[src/rtl/instr_fetch_queue_pkg.sv]
// Shared configuration and helpers for the instruction fetch queue.
// Build-wide defaults; a project config header may define these first.
`ifndef ADDR_W
`define ADDR_W 32
`endif
`ifndef INSTR_W
`define INSTR_W 32
`endif
`ifndef IFQ_DEPTH
`define IFQ_DEPTH 4
`endif

package instr_fetch_queue_pkg;

  localparam int IFQ_ADDR_W_DEF  = `ADDR_W;
  localparam int IFQ_INSTR_W_DEF = `INSTR_W;
  localparam int IFQ_DEPTH_DEF   = `IFQ_DEPTH;

  // What to do with the memory response seen this cycle.
  typedef enum logic [1:0] {
    RESP_IDLE = 2'd0,
    RESP_DROP = 2'd1,
    RESP_FILL = 2'd2
  } resp_action_e;

  // A response is discarded when it belongs to a flushed path: either the
  // flush is happening right now, or older stale reads are still pending.
  function automatic resp_action_e classify_resp(input logic valid,
                                                 input logic flush,
                                                 input logic drop_pending);
    if (!valid) begin
      return RESP_IDLE;
    end
    if (flush || drop_pending) begin
      return RESP_DROP;
    end
    return RESP_FILL;
  endfunction

endpackage

[src/rtl/ifq_slot_array.sv]
// Slot storage for the fetch queue: pc/instr/filled per slot, with an
// allocate port, a fill port, a combinational head read and clear-all.
module ifq_slot_array #(
  parameter int DEPTH   = 4,
  parameter int ADDR_W  = 32,
  parameter int INSTR_W = 32,
  parameter int PTR_W   = $clog2(DEPTH)
) (
  input  logic               clk,
  input  logic               clr,
  input  logic               clear_all_i,
  input  logic               alloc_en_i,
  input  logic [PTR_W-1:0]   alloc_idx_i,
  input  logic [ADDR_W-1:0]  alloc_pc_i,
  input  logic               fill_en_i,
  input  logic [PTR_W-1:0]   fill_idx_i,
  input  logic [INSTR_W-1:0] fill_instr_i,
  input  logic [PTR_W-1:0]   head_idx_i,
  output logic [ADDR_W-1:0]  head_pc_o,
  output logic [INSTR_W-1:0] head_instr_o,
  output logic               head_filled_o
);

  logic [ADDR_W-1:0]  pc_q    [DEPTH];
  logic [INSTR_W-1:0] instr_q [DEPTH];
  logic [DEPTH-1:0]   filled_q;
  logic [DEPTH-1:0]   alloc_hit;
  logic [DEPTH-1:0]   fill_hit;

  // Per-slot write-port decode.
  genvar gi;
  generate
    for (gi = 0; gi < DEPTH; gi++) begin : g_hit
      assign alloc_hit[gi] = alloc_en_i && (alloc_idx_i == PTR_W'(gi));
      assign fill_hit[gi]  = fill_en_i  && (fill_idx_i  == PTR_W'(gi));
    end
  endgenerate

  // Filled bits: allocation empties a slot, a response fills it, flush empties all.
  always_ff @(posedge clk or posedge clr) begin
    if (clr) begin
      filled_q <= '0;
    end else if (clear_all_i) begin
      filled_q <= '0;
    end else begin
      for (int i = 0; i < DEPTH; i++) begin
        if (alloc_hit[i]) begin
          filled_q[i] <= 1'b0;
        end else if (fill_hit[i]) begin
          filled_q[i] <= 1'b1;
        end
      end
    end
  end

  // Payload storage needs no reset; the filled bits qualify it.
  always_ff @(posedge clk) begin
    for (int i = 0; i < DEPTH; i++) begin
      if (alloc_hit[i]) begin
        pc_q[i] <= alloc_pc_i;
      end
      if (fill_hit[i]) begin
        instr_q[i] <= fill_instr_i;
      end
    end
  end

  assign head_pc_o     = pc_q[head_idx_i];
  assign head_instr_o  = instr_q[head_idx_i];
  assign head_filled_o = filled_q[head_idx_i];

endmodule

[src/rtl/instr_fetch_queue.sv]
// Instruction fetch queue between fetch and decode: issues a memory read per
// fetch request, keeps {pc, instr} in program order, and discards wrong-path
// responses after a branch flush.
module instr_fetch_queue
  import instr_fetch_queue_pkg::*;
#(
  parameter int DEPTH   = IFQ_DEPTH_DEF,
  parameter int ADDR_W  = IFQ_ADDR_W_DEF,
  parameter int INSTR_W = IFQ_INSTR_W_DEF
) (
  input  logic               clk,
  input  logic               clr,
  input  logic               flush,
  input  logic [ADDR_W-1:0]  i_pc,
  input  logic               i_instr_req,
  output logic               o_stall,
  output logic               o_mem_req,
  output logic [ADDR_W-1:0]  o_mem_addr,
  input  logic               i_mem_valid,
  input  logic [INSTR_W-1:0] i_mem_data,
  output logic               o_valid,
  output logic [ADDR_W-1:0]  o_pc,
  output logic [INSTR_W-1:0] o_instr,
  input  logic               i_ready
);

  localparam int PTR_W = $clog2(DEPTH);
  localparam int CNT_W = $clog2(DEPTH + 1);
  localparam int OUT_W = $clog2(2 * DEPTH + 1);
  // Stall one slot early: fe's request is registered, so one more arrives.
  localparam logic [CNT_W-1:0] STALL_AT = CNT_W'(DEPTH - 1);

  logic [PTR_W-1:0] head_q, head_d;
  logic [PTR_W-1:0] tail_q, tail_d;
  logic [PTR_W-1:0] fill_q, fill_d;
  logic [CNT_W-1:0] count_q, count_d;
  logic [OUT_W-1:0] outst_q, outst_d;
  logic [CNT_W-1:0] drop_q, drop_d;

  logic         alloc;
  logic         pop;
  logic         head_filled;
  resp_action_e resp_act;

  assign alloc      = i_instr_req & ~flush & ~clr;
  assign o_mem_req  = alloc;
  assign o_mem_addr = i_pc;
  assign o_stall    = (count_q >= STALL_AT);
  assign o_valid    = (count_q != '0) & head_filled;
  // Decode must not consume during flush; ignore a pop that cycle.
  assign pop        = o_valid & i_ready & ~flush;
  assign resp_act   = classify_resp(i_mem_valid, flush, drop_q != '0);

  ifq_slot_array #(
    .DEPTH   (DEPTH),
    .ADDR_W  (ADDR_W),
    .INSTR_W (INSTR_W),
    .PTR_W   (PTR_W)
  ) u_slots (
    .clk           (clk),
    .clr           (clr),
    .clear_all_i   (flush),
    .alloc_en_i    (alloc),
    .alloc_idx_i   (tail_q),
    .alloc_pc_i    (i_pc),
    .fill_en_i     (resp_act == RESP_FILL),
    .fill_idx_i    (fill_q),
    .fill_instr_i  (i_mem_data),
    .head_idx_i    (head_q),
    .head_pc_o     (o_pc),
    .head_instr_o  (o_instr),
    .head_filled_o (head_filled)
  );

  // Next-state for pointers and counters; flush overrides everything else.
  always_comb begin
    head_d  = head_q;
    tail_d  = tail_q;
    fill_d  = fill_q;
    count_d = count_q;
    outst_d = outst_q;
    drop_d  = drop_q;
    if (flush) begin
      head_d  = '0;
      tail_d  = '0;
      fill_d  = '0;
      count_d = '0;
      // Every read still in flight after this cycle belongs to the old path.
      outst_d = outst_q - OUT_W'(i_mem_valid);
      drop_d  = CNT_W'(outst_d);
    end else begin
      count_d = count_q + CNT_W'(alloc) - CNT_W'(pop);
      tail_d  = tail_q + PTR_W'(alloc);
      head_d  = head_q + PTR_W'(pop);
      outst_d = outst_q + OUT_W'(alloc) - OUT_W'(i_mem_valid);
      if (resp_act == RESP_DROP) begin
        drop_d = drop_q - CNT_W'(1);
      end
      if (resp_act == RESP_FILL) begin
        fill_d = fill_q + PTR_W'(1);
      end
    end
  end

  // Control state register.
  always_ff @(posedge clk or posedge clr) begin
    if (clr) begin
      head_q  <= '0;
      tail_q  <= '0;
      fill_q  <= '0;
      count_q <= '0;
      outst_q <= '0;
      drop_q  <= '0;
    end else begin
      head_q  <= head_d;
      tail_q  <= tail_d;
      fill_q  <= fill_d;
      count_q <= count_d;
      outst_q <= outst_d;
      drop_q  <= drop_d;
    end
  end

endmodule
[config.mk]
export PLATFORM = sky130hd
export DESIGN_NAME = instr_fetch_queue
export DESIGN_NICKNAME = d
export VERILOG_FILES = /design/src/rtl/instr_fetch_queue_pkg.sv /design/src/rtl/ifq_slot_array.sv /design/src/rtl/instr_fetch_queue.sv
export SDC_FILE = /design/constraint.sdc
export NUM_CORES = 1
export LEC_CHECK = 0
export CAP_MARGIN = 30
export CORE_MARGIN = 8
export CORE_UTILIZATION = 35
export CTS_CLUSTER_SIZE = 40
export DETAILED_ROUTE_END_ITERATION = 10
export GPL_ROUTABILITY_DRIVEN = 0
export PLACE_DENSITY = 0.59
export SLEW_MARGIN = 15
export SYNTH_ARGS = -nofsm -noshare
export SYNTH_HDL_FRONTEND = slang
export SYNTH_SLANG_ARGS = --single-unit
[constraint.sdc]
create_clock -name clk -period 5.2 [get_ports clk]
set_clock_uncertainty 0.05 [all_clocks]
set_input_delay 0.78 -clock clk [delete_from_list [all_inputs] [get_ports clk]]
set_output_delay 0.78 -clock clk [all_outputs]
set_load 0.05 [all_outputs]
==> impl_metrics.json, run 1 <==
{
  "status": "complete, no violations",
  "placed_cell_area_um2": 12600,
  "final_common_cell": "edfxtp_1",
  "die_w_um": 191,
  "nNetsFinal": 724,
  "insertion_delay_ps": 540,
  "routed_wirelength_um": 21400,
  "viasPerCell": 4.83,
  "tns_ps": 0,
  "use_met3_pct": 2.86,
  "clk_pin_slew_ps": 60,
  "boundaryPins": 169,
  "p_comb_share_pct": 8.8,
  "drt_iter0_drc": 211,
  "cts_root_buf": "clkbuf_16",
  "hp-class": "reg2reg",
  "crit_type": "reg2out",
  "vias": 5105,
  "synth_top_area_cell": "edfxtp_1",
  "synth_top_area_share_pct": 71.7,
  "drv_cap": 0,
  "r2r_slack_ps": 2010,
  "instances_no_fill": 1056,
  "synthesis.nets": 567,
  "track_usage_pct": 11.6,
  "r2r_end": "count_q[2]",
  "seq_area_um2": 8170,
  "power.total_mw": 4.91,
  "start_util_pct": 35.3,
  "leakage_nw": 4.37,
  "cts_setup_buffers": 0,
  "ctsLongestPathBuffers": 3,
  "gr-usage-met1_pct": 14.6,
  "drive_above_1_share_pct": 18.8,
  "ys_seq_area_share_pct": 76.2,
  "netlist_area_um2": 10700,
  "antenna_found_initial": 1,
  "arrival_ps": 3130,
  "ys_seq_elements": 275,
  "cts-htree-levels": 1,
  "final-hold-violation-count": 0,
  "most-common-layout-cells": "edfxtp_1, clkdlybuf4s50_1, mux4_2, clkbuf_16, dfrtp_1",
  "std_cell_rows": 64,
  "clockPowerShare_pct": 40.4,
  "path_max_fanout": 37,
  "grt_max_degree": 44,
  "reg2reg_depth": 10,
  "slew_viol_final": 0,
  "intPower_mw": 3.82,
  "ant_nets": 0,
  "period_minus_slack_ps": 3960,
  "yosys-top-cells-area": "edfxtp_1, mux4_2, dfrtp_1",
  "area_delta_synth_final_pct": 26.4,
  "multiInputGateArea_um2": 2100,
  "powerDensity_nw_per_um2": 363,
  "setup_viol": 0,
  "place_hpwl_um": 13500,
  "reg2reg_from": "head_q[0]",
  "grt_pass1_vias": 5705,
  "overflow": 0,
  "n_fill_cell": 2584,
  "io_buffers": 168,
  "yosys_warnings": 0,
  "drtPass1Iterations": 4,
  "wl_per_cell_um": 20.3,
  "coreArea_um2": 30300,
  "rsz0062_at_grt": "false",
  "die_area_um2": 36500,
  "die_h_um": 191,
  "cts.sinks": 275,
  "grt_most_used_layer": "met2",
  "end_kind": "output pin",
  "tightest_slew_ps": 942,
  "start_kind": "flip-flop",
  "syn-instance-count": 480,
  "worstHoldEndpoint": "outst_q[2]",
  "drc": 0,
  "timing.final.crit_share_pct": 76.2,
  "stdcell_area_um2": 13500,
  "seqPwrFrac_pct": 50.8,
  "cts_tree": "yes",
  "fmax_ghz": 0.253,
  "yosysUniqueCellTypes": 37,
  "relSlewSlack_pct": 37.2,
  "sw_frac_of_total_pct": 22.3,
  "cts.repair.resized": 0,
  "hold_start": "outst_q[2]",
  "cp.required_ps": 4370,
  "p_switching_mw": 1.10,
  "postCtsHoldBufs": 0,
  "cts_made_buffers": 29,
  "hold_depth": 1,
  "dp.cells": 1002,
  "vdd_ir_drop_max_mv": 0.248,
  "use_met2_pct": 19.8,
  "grt_pass1_wl_um": 32700,
  "synth_area_per_cell_um2": 22.3
}
## cells by family (layout without fill, tap and decap cells)
family / count (synthesis) / after routing / synth area share, %
flops: 275 / 275 / 76.2
mux: 65 / 65 / 13.8
buf+inv: 64 / 243 / 4.47
simple gates: 36 / 36 / 1.90
fa+ha+maj: 17 / 17 / 2.12
compound gates: 16 / 16 / 0.957
xor+xnor: 7 / 7 / 0.572
other cells: 0 / 1 / 0
## sequential cells by signal, indices dropped and copies added, names as in the netlist
register,flops
u_slots.instr_q,128
count_q,3
fill_q,2
head_q,2
u_slots.filled_q,4
u_slots.pc_q,128
outst_q,3
tail_q,2
drop_q,3
## synth_stat cells (all sizes together)
cell	count
nor2b	3
inv	14
mux4	65
o31ai	1
a311oi	1
a221oi	1
dfrtp	19
clkbuf	1
o31a	1
o21ai	3
nor4	1
and4bb	1
nor4bb	1
a211oi	2
a21oi	6
nand2b	2
fa	2
ha	15
xnor2	4
xor2	3
nor3	3
and3	1
o311ai	1
edfxtp	256
nand2	5
nor2	9
buf	49
and2	5
nand3b	1
and3b	1
nor4b	2
nand3	1
## metrics by stage
step,hold slack [ps],worst slack (ps),utilization [%]
final,449,1240,44.6
after detailed placement,440,1700,41.5
after global routing,466,1000,44.6
after CTS,451,1100,44.6
after global placement,427,1720,41.4
after floorplan,412,233,-
## routing by layer
metal  up-vias  part of all wire (%)
li1       2254                     -
met1      2656                    42
met2       160                    49
met3        33                   6.7
met4         2                   1.9
met5         -                 0.051
## power by group through the flow
stage,clock [mW],combinational (mW),sequential (mW)
CTS,2.05,0.438,2.50
floorplan,0,0.275,2.54
detailed placement,0,0.435,2.54
global placement,0,0.421,2.54
finish,1.99,0.431,2.50
global route,2.13,0.464,2.50
## layout make-up
cell class                      instances  share of cell area, %
Sequential cell                       275                   60.3
Multi-Input combinational cell        141                   15.5
Timing Repair Buffer                  176                   13.2
Clock buffer                           32                   5.44
Tap cell                              396                   3.66
Clock inverter                         21                   1.45
Inverter                               14                  0.388
Antenna cell                            1                 0.0185
## worst max-delay path by stage
| stage | startpoint | end |
|---|---|---|
| floorplan | clr | u_slots.pc_q[1][0] |
| global placement | head_q[0] | o_pc[22] |
| detailed placement | head_q[0] | o_pc[23] |
| CTS | head_q[0] | o_pc[23] |
| global route | head_q[0] | o_pc[23] |
| finish | head_q[0] | o_pc[23] |
## worst max-delay path: stages (launching register included)
cell,delay (ps)
dfrtp_4,940
buf_4,360
mux4_2,530
clkdlybuf4s50_1,730
No activity file was read; power rests on OpenSTA's default activity.
==> run 2: changes to the inputs <==
- PLACE_DENSITY: 0.59 -> 0.61
- clock period: 5.2 -> 3.55 ns (I/O delays scaled with it)
==> run 2 against run 1 <==
Wire length up 3.4%. Register-to-register slack got worse by 1300 ps. Clock-buffer cell count increased by 12. Critical path depth unchanged. Final cell count up 1.4%. Non-clock buffer count is 13 higher. Hold slack got worse by 53 ps.
==> impl_metrics.json, run 2 (same netlist as run 1, synthesis figures left out) <==
{
  "status": "complete, no violations",
  "wl_per_cell_um": 20.7,
  "ant_nets": 0,
  "drive_above_1_share_pct": 20.4,
  "cts.repair.resized": 0,
  "die_h_um": 191,
  "io_buffers": 168,
  "clk_pin_slew_ps": 60,
  "cts.sinks": 275,
  "n_fill_cell": 2562,
  "hp-class": "in2async",
  "largestRegisters": "u_slots.instr_q (128), u_slots.pc_q (128), u_slots.filled_q (4)",
  "final_util_pct": 45.2,
  "cts-htree-levels": 1,
  "coreArea_um2": 30300,
  "tightest_slew_ps": 739,
  "cts_tree": "yes",
  "antenna_found_initial": 1,
  "dp_worst_setup_slack_ps": 632,
  "period_minus_slack_ps": 3270,
  "holdWs_ps": 396,
  "overflow": 0,
  "viasPerCell": 4.81,
  "drv_cap": 0,
  "critPathCapture": "o_pc[0]",
  "most-common-layout-cells": "edfxtp_1, clkdlybuf4s50_1, mux4_2, clkbuf_16, dfrtp_1",
  "cts_made_buffers": 31,
  "path_max_fanout": 47,
  "arrival_ps": 2690,
  "slew_viol_final": 0,
  "placed_cell_area_um2": 12700,
  "die_w_um": 191,
  "worst_slack_ps": 281,
  "drc": 0,
  "track_usage_pct": 12.0,
  "std_cell_rows": 64,
  "relSlewSlack_pct": 50.6,
  "timing.final.crit_share_pct": 92.1,
  "cp.required_ps": 2970,
  "boundaryPins": 169,
  "setup_viol": 0,
  "vias": 5156,
  "rsz0062_at_grt": "false",
  "drtPass1Iterations": 4,
  "grt_pass1_wl_um": 34100,
  "worstSetupStartpoint": "head_q[1]",
  "crit_type": "reg2out",
  "leakage_nw": 4.47,
  "grt_max_degree": 48,
  "r2r_end": "count_q[2]",
  "die_area_um2": 36500,
  "drt_iter0_drc": 256,
  "cts_root_buf": "clkbuf_16",
  "powerDensity_nw_per_um2": 532,
  "diodes": 0,
  "ctsLongestPathBuffers": 3,
  "place_hpwl_um": 14000,
  "final-hold-violation-count": 0,
  "reg2reg_from": "head_q[0]",
  "nNetsFinal": 739,
  "grt_pass1_vias": 5910,
  "insertion_delay_ps": 540,
  "start_kind": "flip-flop",
  "reg2reg_depth": 11,
  "routed_wirelength_um": 22200,
  "r2r_slack_ps": 750,
  "power.total_mw": 7.30,
  "fmax_ghz": 0.306,
  "final_common_cell": "edfxtp_1",
  "start_util_pct": 35.3,
  "stdcell_area_um2": 13700,
  "area_delta_synth_final_pct": 28.0,
  "end_kind": "output pin",
  "vdd_ir_drop_max_mv": 0.394
}
-- run 2: cell types whose count changed in the layout (fill, tap and decap cells not counted), moves of 3 or more --
cell,previous run,this run
buf_12,2,7
buf_4,5,15
clkbuf_1,3,8
clkbuf_16,29,32
clkbuf_8,0,4
clkinv_2,8,5
-- run 2: worst min-delay path by stage --
stage	startpoint	end	slack, ps
floorplan	outst_q[2]	outst_q[2]	410
global placement	outst_q[2]	outst_q[2]	430
detailed placement	outst_q[2]	outst_q[2]	450
CTS	clr	count_q[1]	400
global route	clr	count_q[1]	460
finish	clr	count_q[0]	400
-- run 2: power breakdown --
group / switching [mW] / total, mW / leakage, nW / internal [mW]
clock: 1.20 / 2.99 / 0.475 / 1.80
sequential: 0.0334 / 3.66 / 2.55 / 3.62
combinational: 0.390 / 0.649 / 1.44 / 0.258
total: 1.62 / 7.30 / 4.47 / 5.68
-- run 2: area by class of cell --
type | instances | area [um^2] | share of cell area [%]
tap | 396 | 495 | 3.61
timing repair buffer | 189 | 1920 | 14.0
clock buffer | 44 | 886 | 6.46
clock inverter | 12 | 90.1 | 0.657
multi-input combinational | 141 | 2100 | 15.3
sequential | 275 | 8170 | 59.6
inverter | 14 | 52.6 | 0.383
-- run 2: worst max-delay path, cell delays in order, from the launching register on --
cell and delay (ps):
dfrtp_4 650, buf_12 340, mux4_1 360, clkdlybuf4s50_1 770
-- run 2: what timing repair did --
item | 4_1_cts | 5_1_grt
hold buffers | 0 | 0
setup endpoints to repair | 0 | 1
setup buffers | 0 | 7
-- run 2: per-stage QoR --
step | std cells | TNS [ps]
finish | 1071 | 0
global route | 1071 | 0
CTS | 1064 | 0
detailed placement | 1008 | 0
global placement | 1008 | 0
floorplan | 480 | -105240
-- run 2: layer usage --
metal	GRT usage [%]	up-vias	wire (um)
met5	0	-	8
met4	3.13	2	424
met3	3.28	34	1570
met2	21.1	152	11300
met1	14.4	2698	8820
li1	-	2270	-
==> run 3: changes to the inputs <==
- CTS_BUF_LIST: default -> sky130_fd_sc_hd__clkbuf_8
==> run 3 against run 2 <==
Register-to-register slack about the same. Via count up 1.9%. Cell area down 0.76%. Non-clock buffer count unchanged. Die area unchanged. Utilization down 0.34 points. Critical path depth unchanged. Global-route usage up 0.22 points. Hold slack worse by 13 ps. Worst setup slack worse by 18 ps. Critical path type unchanged. Critical endpoint is now o_pc[1].
==> impl_metrics.json, run 3 (same netlist as run 1, synthesis figures left out) <==
{
  "drive_above_1_share_pct": 21.6,
  "top_layer": "met5",
  "die_h_um": 191,
  "final_util_pct": 44.9,
  "routed_wirelength_um": 22500,
  "insertion_delay_ps": 550,
  "power.total_mw": 6.94,
  "tightest_slew_ps": 748,
  "grt_max_degree": 48,
  "viasPerCell": 4.77,
  "placed_cell_area_um2": 12700,
  "timing.final.crit_share_pct": 92.6,
  "grt_pass1_wl_um": 34400,
  "drtPass1Iterations": 4,
  "cts-htree-levels": 2,
  "dp_worst_setup_slack_ps": 632,
  "fmax_ghz": 0.304,
  "drt-met1-wl_um": 8950,
  "slew_viol_final": 0,
  "ant_nets": 0,
  "area_delta_synth_final_pct": 27.0,
  "final-hold-violation-count": 0,
  "cts_made_buffers": 47,
  "end_kind": "output pin",
  "instances_no_fill": 1101,
  "io_buffers": 168,
  "clk_pin_slew_ps": 60,
  "r2r_slack_ps": 740,
  "wl_met2_um": 11300,
  "rsz0062_at_grt": "false",
  "dp.cells": 1008,
  "cts.sinks": 275,
  "holdWs_ps": 383,
  "status": "complete, no violations",
  "path_max_fanout": 47,
  "drc": 0,
  "setup_viol": 0,
  "most-common-layout-cells": "edfxtp_1, clkdlybuf4s50_1, mux4_2, clkbuf_8, inv_1",
  "grt_pass1_vias": 6086,
  "largestRegisters": "u_slots.instr_q (128), u_slots.pc_q (128), u_slots.filled_q (4)",
  "powerDensity_nw_per_um2": 510,
  "tns_ps": 0,
  "cts.repair.resized": 0,
  "wl_met3_um": 1710,
  "nNetsFinal": 755,
  "relSlewSlack_pct": 50.1,
  "die_area_um2": 36500,
  "antenna_found_initial": 1,
  "arrival_ps": 2700,
  "postCtsHoldBufs": 0,
  "period_minus_slack_ps": 3290,
  "vias": 5253,
  "overflow": 0,
  "final_common_cell": "edfxtp_1",
  "hp-class": "in2async",
  "stdcell_area_um2": 13600,
  "cts_tree": "yes",
  "cts_root_buf": "clkbuf_8",
  "drt_iter0_drc": 276,
  "std_cell_rows": 64,
  "die_w_um": 191,
  "ctsLongestPathBuffers": 3,
  "wl_per_cell_um": 20.4,
  "drv_cap": 0,
  "cp.required_ps": 2970,
  "leakage_nw": 4.49,
  "start_kind": "flip-flop",
  "boundaryPins": 169,
  "crit_type": "reg2out",
  "vdd_ir_drop_max_mv": 0.280,
  "start_util_pct": 35.3,
  "place_hpwl_um": 14000,
  "diodes": 0,
  "track_usage_pct": 12.2,
  "coreArea_um2": 30300,
  "worst_slack_ps": 263
}
-- run 3: final cells by class --
type	count	area, um^2
Clock buffer	47	647
Multi-Input combinational cell	141	2100
Tap cell	396	495
Timing Repair Buffer	189	1920
Inverter	14	52.6
Sequential cell	275	8170
Clock inverter	39	225
Fill cell	2573	16700
-- run 3: critical path: stages (launching register included) --
cell	delay [ps]
dfrtp_4	650
buf_12	330
mux4_1	400
clkdlybuf4s50_1	740
-- run 3: worst paths after layout --
kind / cells past startpoint / endpoint / startpoint
worst min register to register: 1 / outst_q[2] / outst_q[2]
worst max-delay path: 3 / o_pc[1] / head_q[1]
worst min-delay path: 2 / count_q[2] / clr
worst max register to register: 11 / count_q[2] / head_q[0]
max in group asynchronous: 2 / head_q[1] / clr
min in group clk: 1 / outst_q[2] / outst_q[2]
-- run 3: per-layer routing --
layer | vias to the layer above | track usage, %
li1 | 2311 | -
met1 | 2711 | 14.3
met2 | 177 | 21.1
met3 | 52 | 3.81
met4 | 2 | 4.15
met5 | - | 0
-- run 3: report_power, final --
part	switching, mW	internal, mW	leakage [nW]
Sequential	0.0334	3.62	2.55
Clock	1.24	1.39	0.496
Combinational	0.389	0.258	1.44
Total	1.66	5.28	4.49
-- run 3: what timing repair did --
action,4_1_cts,5_1_grt
endpoints found under the hold margin,0,0
setup endpoints to repair,0,20
setup buffers,0,7
